**src/rtl/dmem_access_unit.sv**
```systemverilog
// Data block-RAM initiator: turns MEM-stage byte/half/word loads and stores into
// byte-enable RAM accesses. Optional misalignment trapping via `DMEM_ALIGN_CHECK_EN.
module dmem_access_unit #(
    parameter int RAM_ADDR_W  = 32,
    parameter int RAM_LATENCY = 1
) (
    input  logic                  clk,
    input  logic                  rst_n,
    input  logic                  req_valid,
    output logic                  req_ready,
    input  logic                  req_we,
    input  logic [1:0]            req_size,
    input  logic                  req_signed,
    input  logic [31:0]           req_addr,
    input  logic [31:0]           req_wdata,
    output logic                  resp_valid,
    output logic [31:0]           resp_rdata,
    output logic                  resp_err,
    output logic                  ram_en,
    output logic [3:0]            ram_we,
    output logic [RAM_ADDR_W-1:0] ram_addr,
    output logic [31:0]           ram_wdata,
    input  logic [31:0]           ram_rdata
);

    typedef enum logic [1:0] {IDLE, ISSUE, WAIT, RESP} state_t;

    localparam logic [1:0] WAIT_LAST = 2'(RAM_LATENCY - 1);

    state_t                  state_reg, state_next;
    logic                    is_store_reg;
    logic [1:0]              size_reg;
    logic                    signed_reg;
    logic [1:0]              lane_reg;
    logic                    err_reg;
    logic [1:0]              wait_cnt_reg;
    logic                    ram_en_reg;
    logic [3:0]              ram_we_reg;
    logic [RAM_ADDR_W-1:0]   ram_addr_reg;
    logic [31:0]             ram_wdata_reg;
    logic [31:0]             resp_rdata_reg;
    logic                    resp_err_reg;

    logic                    misaligned;
    logic [3:0]              lane_mask;
    logic [31:0]             wdata_rep;
    logic [RAM_ADDR_W-1:0]   word_idx;
    logic [31:0]             load_ext;
    logic [7:0]              byte_sel;
    logic [15:0]             half_sel;

`ifdef DMEM_ALIGN_CHECK_EN
    always_comb begin
        case (req_size)
            2'b00:   misaligned = 1'b0;
            2'b01:   misaligned = req_addr[0];
            default: misaligned = |req_addr[1:0];
        endcase
    end
`else
    assign misaligned = 1'b0;
`endif

    generate
        if (RAM_ADDR_W <= 30) begin : g_addr_trunc
            assign word_idx = req_addr[RAM_ADDR_W+1:2];
        end else begin : g_addr_zext
            assign word_idx = RAM_ADDR_W'(req_addr[31:2]);
        end
    endgenerate

    // Lane mask and replicated write data; half/word ignore the low bits they do not select on.
    always_comb begin
        lane_mask = 4'b1111;
        wdata_rep = req_wdata;
        case (req_size)
            2'b00: begin
                lane_mask = 4'b0001 << req_addr[1:0];
                wdata_rep = {4{req_wdata[7:0]}};
            end
            2'b01: begin
                lane_mask = req_addr[1] ? 4'b1100 : 4'b0011;
                wdata_rep = {2{req_wdata[15:0]}};
            end
            default: ;
        endcase
    end

    always_comb begin
        byte_sel = ram_rdata[{lane_reg, 3'b000} +: 8];
        half_sel = lane_reg[1] ? ram_rdata[31:16] : ram_rdata[15:0];
        case (size_reg)
            2'b00:   load_ext = {{24{signed_reg & byte_sel[7]}}, byte_sel};
            2'b01:   load_ext = {{16{signed_reg & half_sel[15]}}, half_sel};
            default: load_ext = ram_rdata;
        endcase
    end

    always_ff @(posedge clk or negedge rst_n) begin
        if (!rst_n) begin
            state_reg <= IDLE;
        end else begin
            state_reg <= state_next;
        end
    end

    always_comb begin
        state_next = state_reg;
        case (state_reg)
            IDLE:    if (req_valid) state_next = ISSUE;
            ISSUE:   state_next = (err_reg || is_store_reg) ? RESP : WAIT;
            WAIT:    if (wait_cnt_reg == WAIT_LAST) state_next = RESP;
            RESP:    state_next = IDLE;
            default: state_next = IDLE;
        endcase
    end

    always_ff @(posedge clk or negedge rst_n) begin
        if (!rst_n) begin
            is_store_reg   <= 1'b0;
            size_reg       <= 2'b00;
            signed_reg     <= 1'b0;
            lane_reg       <= 2'b00;
            err_reg        <= 1'b0;
            wait_cnt_reg   <= 2'b00;
            ram_en_reg     <= 1'b0;
            ram_we_reg     <= 4'b0000;
            ram_addr_reg   <= '0;
            ram_wdata_reg  <= 32'h0;
            resp_rdata_reg <= 32'h0;
            resp_err_reg   <= 1'b0;
        end else begin
            case (state_reg)
                IDLE: if (req_valid) begin
                    is_store_reg  <= req_we;
                    size_reg      <= req_size;
                    signed_reg    <= req_signed;
                    lane_reg      <= req_addr[1:0];
                    err_reg       <= misaligned;
                    ram_en_reg    <= !misaligned;
                    ram_we_reg    <= (req_we && !misaligned) ? lane_mask : 4'b0000;
                    ram_addr_reg  <= word_idx;
                    ram_wdata_reg <= wdata_rep;
                end
                ISSUE: begin
                    ram_en_reg   <= 1'b0;
                    ram_we_reg   <= 4'b0000;
                    wait_cnt_reg <= 2'b00;
                    if (err_reg || is_store_reg) begin
                        resp_rdata_reg <= 32'h0;
                        resp_err_reg   <= err_reg;
                    end
                end
                WAIT: begin
                    wait_cnt_reg <= wait_cnt_reg + 2'd1;
                    if (wait_cnt_reg == WAIT_LAST) begin
                        resp_rdata_reg <= load_ext;
                        resp_err_reg   <= 1'b0;
                    end
                end
                default: ;
            endcase
        end
    end

    assign req_ready  = (state_reg == IDLE);
    assign resp_valid = (state_reg == RESP);
    assign resp_rdata = resp_rdata_reg;
    assign resp_err   = resp_err_reg;
    assign ram_en     = ram_en_reg;
    assign ram_we     = ram_we_reg;
    assign ram_addr   = ram_addr_reg;
    assign ram_wdata  = ram_wdata_reg;

endmodule

```
**config.mk**
```make
export PLATFORM = sky130hd
export DESIGN_NAME = dmem_access_unit
export DESIGN_NICKNAME = d
export VERILOG_FILES = /design/src/rtl/dmem_access_unit.sv
export SDC_FILE = /design/constraint.sdc
export NUM_CORES = 1
export LEC_CHECK = 0
export BUFFER_PORTS_ARGS = -buffer_cell sky130_fd_sc_hd__buf_2
export CAP_MARGIN = 0
export CORE_UTILIZATION = 48
export CTS_CLUSTER_DIAMETER = 200
export CTS_CLUSTER_SIZE = 8
export DETAILED_ROUTE_END_ITERATION = 12
export PLACE_DENSITY = 0.81
export SLEW_MARGIN = 30
export SYNTH_ARGS = -nofsm -noshare
export SYNTH_HDL_FRONTEND = slang
export SYNTH_SLANG_ARGS = --single-unit
```
**constraint.sdc**
```tcl
create_clock -name clk -period 2.8 [get_ports clk]
set_clock_uncertainty 0.15 [all_clocks]
set_input_delay 0.42 -clock clk [delete_from_list [all_inputs] [get_ports clk]]
set_output_delay 0.42 -clock clk [all_outputs]
set_load 0.005 [all_outputs]
```
==> implementation parameters <==
Parameter                              Value

Global routing
  Aggregate global routing overflow ... 0
  Overall fraction of global-route tracks in use ... 0.249
  Wire length of the first global-routing pass ... 21500 um
  Number of global-route vias before repair ... 4407
  Pin count of the biggest net entering global routing ... 65
  Number of antenna violations at the first check in global routing ... 0

Logic synthesis
  Post-synthesis cell area ... 5050 um2
  Part of the Yosys area used for sequential elements ... 0.540
  Number of warnings printed during yosys synthesis ... 0
  Adder-cell share of the synthesized area ... 0.0149
  Largest family of logic cells by synthesized area ... multiplexers
  Proportion of synthesized flip-flops having asynchronous set or reset ... 1.00
  XOR/XNOR Fraction of Synth Area ... 0
  Dominant synthesized flop cell ... dfrtp_1
  Average cell area after synthesis ... 11.1 um2
  Multiplexer area fraction after synthesis ... 0.168
  Number of synthesized register bits ... 109
  Netlist cell types ... 36
  Synth Area in Compound Gates ... 0.152
  Number of enable-type register cells in the synthesized netlist ... 0
  Cell count after synthesis ... 455
  Simple-gate area share of the yosys netlist ... 0.0866

CTS
  TritonCTS clock tree ... yes
  CTS root buf ... clkbuf_8
  Number of CTS-inserted buffers ... 9
  Worst-path clk slew ... 100 ps
  Cells resized by post-CTS repair ... 0
  Insertion delay of the later-clocked pin in the worst-skew pair ... 370 ps
  Hold-fix buffers at CTS ... 1
  Buffers inserted during post-CTS setup optimization ... 0
  H-tree level count ... 3
  Max Buffers Root-to-Sink ... 2
  Clock tree sinks ... 109

Setup path
  Data arrival time of the critical path ... 2370 ps
  Type of element capturing the critical path ... flip-flop
  Startpoint type of the worst setup path ... flip-flop
  Class of the most critical setup path ... flip-flop to flip-flop
  Data required time of the critical path ... 2970 ps
  Max FO, Critical Path ... 16

Pwr
  Sequential group share of total power ... 0.405
  Fraction of power consumed by combinational cells ... 0.424
  Worst vdd rail ir drop ... 572 uV
  Switching part of the total power ... 0.364
  Net Sw Power ... 2.41 mW
  Internal cell power ... 4.20 mW
  Total power divided by cell area ... 1020 nW/um2
  Clock group share of total power ... 0.170
  Leakage component of the power ... 3.28 nW

Route
  WL per Instance ... 16.5 um
  Total wire length after detailed routing ... 13000 um
  Vias per cell ... 5.42
  Routed vias ... 4289
  Remaining design rule violation count ... 0
  First-pass detailed-route iteration total ... 6
  First-iteration detailed-routing DRC count ... 240
  Number of nets with antenna violations after routing ... 0

STA
  Count of final max-slew check failures ... 0
  Final Hold Viols ... 0
  Peak clock frequency supported by timing ... 0.454 GHz
  Min Clock Period, post-route ... 2200 ps
  Final period utilization ... 0.786
  Slew Limit Headroom ... 0.543
  RSZ-0062 raised after global routing ... no
  Transition time of the tightest slew-check pin ... 684 ps
  Setup TNS ... 0 ps
  Setup-failing EPs final ... 0

Floorplanning
  Die extent in y ... 105 um
  Standard cell core area ... 10300 um2
  Die X ... 105 um
  Count of pins on the block boundary ... 207
  Area of the die ... 10900 um2
  Number of placement rows ... 37
  Initial core utilization ... 0.492

Final layout
  Most common cell after layout, fill and taps aside ... buf_2
  Most used cells in the layout excluding fill and tap cells ... buf_2, dfrtp_1, o21ai_0
  NumNets Final ... 759
  Final-layout fill cell count ... 871
  Layout cell share with drive strength beyond 1 ... 0.441
  Area grow syn2layout ... 27.9%
  Layout Cells excl Fill ... 791
  Diode count ... 0

Flow run
  Number of max-cap violations ... 0

Place
  Count of buffers inserted at the top-level ports ... 203
  Detail Placement HPWL ... 9720 um
  Global placement routability congestion ... 0.829
  Instance count after placement with tap cells included ... 774

Outcome
  Result of the run ... complete, no violations

Min path
  Type of the worst min-delay path ... input pin to flip-flop
## path summary, 6_finish.rpt
kind | depth (start not counted) | endpoint | startpoint | slack, ps
setup / recovery | 6 | resp_rdata[22]$_DFFE_PN0P_ | state_reg[1]$_DFFE_PN0P_ | 600
setup reg to reg | 6 | resp_rdata[22]$_DFFE_PN0P_ | state_reg[1]$_DFFE_PN0P_ | 600
hold reg to reg | 2 | ram_wdata[15]$_DFFE_PN0P_ | ram_wdata[15]$_DFFE_PN0P_ | 340
min in group asynchronous | 2 | resp_rdata[15]$_DFFE_PN0P_ | rst_n | 280
max in group asynchronous | 3 | ram_wdata[10]$_DFFE_PN0P_ | rst_n | 1540
hold / removal | 2 | ram_addr[14]$_DFFE_PN0P_ | req_addr[16] | 120
## synth_stat cells (2+ instances only)
cell type,count,area (um2)
dfrtp_1,109,2730
o21ai_0,61,305
nand2_1,54,203
mux2_2,45,507
mux2i_1,34,340
a21oi_1,21,105
clkbuf_1,18,67.6
inv_1,12,45.0
nor2_1,12,45.0
a221o_2,10,113
nor2b_1,9,56.3
buf_1,8,30.0
or3_1,8,50.1
a211oi_1,7,52.6
a221o_1,6,60.1
ha_1,6,75.1
nand2b_1,5,31.3
a22o_1,3,26.3
buf_4,3,22.5
nand3_1,3,15.0
o22ai_1,3,18.8
buf_6,2,22.5
o21bai_1,2,15.0
o31ai_1,2,15.0
## layout make-up
type | instances | area [um2] | area share
well taps | 136 | 170 | 0.0263
multi-input cells | 304 | 2150 | 0.333
repair buffers | 214 | 1130 | 0.175
flip-flops and latches | 109 | 2730 | 0.422
inverters | 12 | 45.0 | 0.00697
clock buffers | 12 | 165 | 0.0255
clock inverters | 4 | 77.6 | 0.0120
## routing by layer
layer / global-route usage / wire length (um) / vias up
met5: 0 / 0 / -
met3: 0.0655 / 944 / 23
met2: 0.407 / 6250 / 195
met1: 0.317 / 5580 / 2081
met4: 0.0986 / 272 / 0
li1: - / - / 1990
## logic make-up after synthesis
logic type,Yosys count
adder cells (fa/ha/maj),6
flip-flops,109
buffers and inverters,44
AND/OR/NAND/NOR,96
other,1
AO/OA/AOI/OAI,120
multiplexers,79
## metrics by stage
step                utilization  setup WS, ps  power [mW]  hold WS (ps)  instance area (um2)
CTS                       0.629           266        6.65          98.1                 6460
floorplan                     -           669        4.34         -25.6                 5060
finish                    0.629           599        6.61           121                 6470
global placement          0.604           494        5.34           112                 6210
detailed placement        0.604           271        5.52           112                 6210
global route              0.629           404        7.08          97.6                 6470
## power groups by stage
stage | registers (mW) | clock network [mW] | logic (mW)
6_report | 2.68 | 1.13 | 2.80
5_1_grt | 2.77 | 1.20 | 3.11
4_1_cts | 2.68 | 1.15 | 2.82
3_5_place_dp | 2.70 | 0 | 2.82
3_3_place_gp | 2.66 | 0 | 2.68
2_1_floorplan | 2.67 | 0 | 1.66
## critical path, stage by stage (launching register included)
cell	delay, ps
dfrtp_1	430
inv_1	100
ha_1	280
nand2b_1	140
nand3_1	190
nor2_2	580
a221o_2	270
Power figures use the tool's default switching activity.
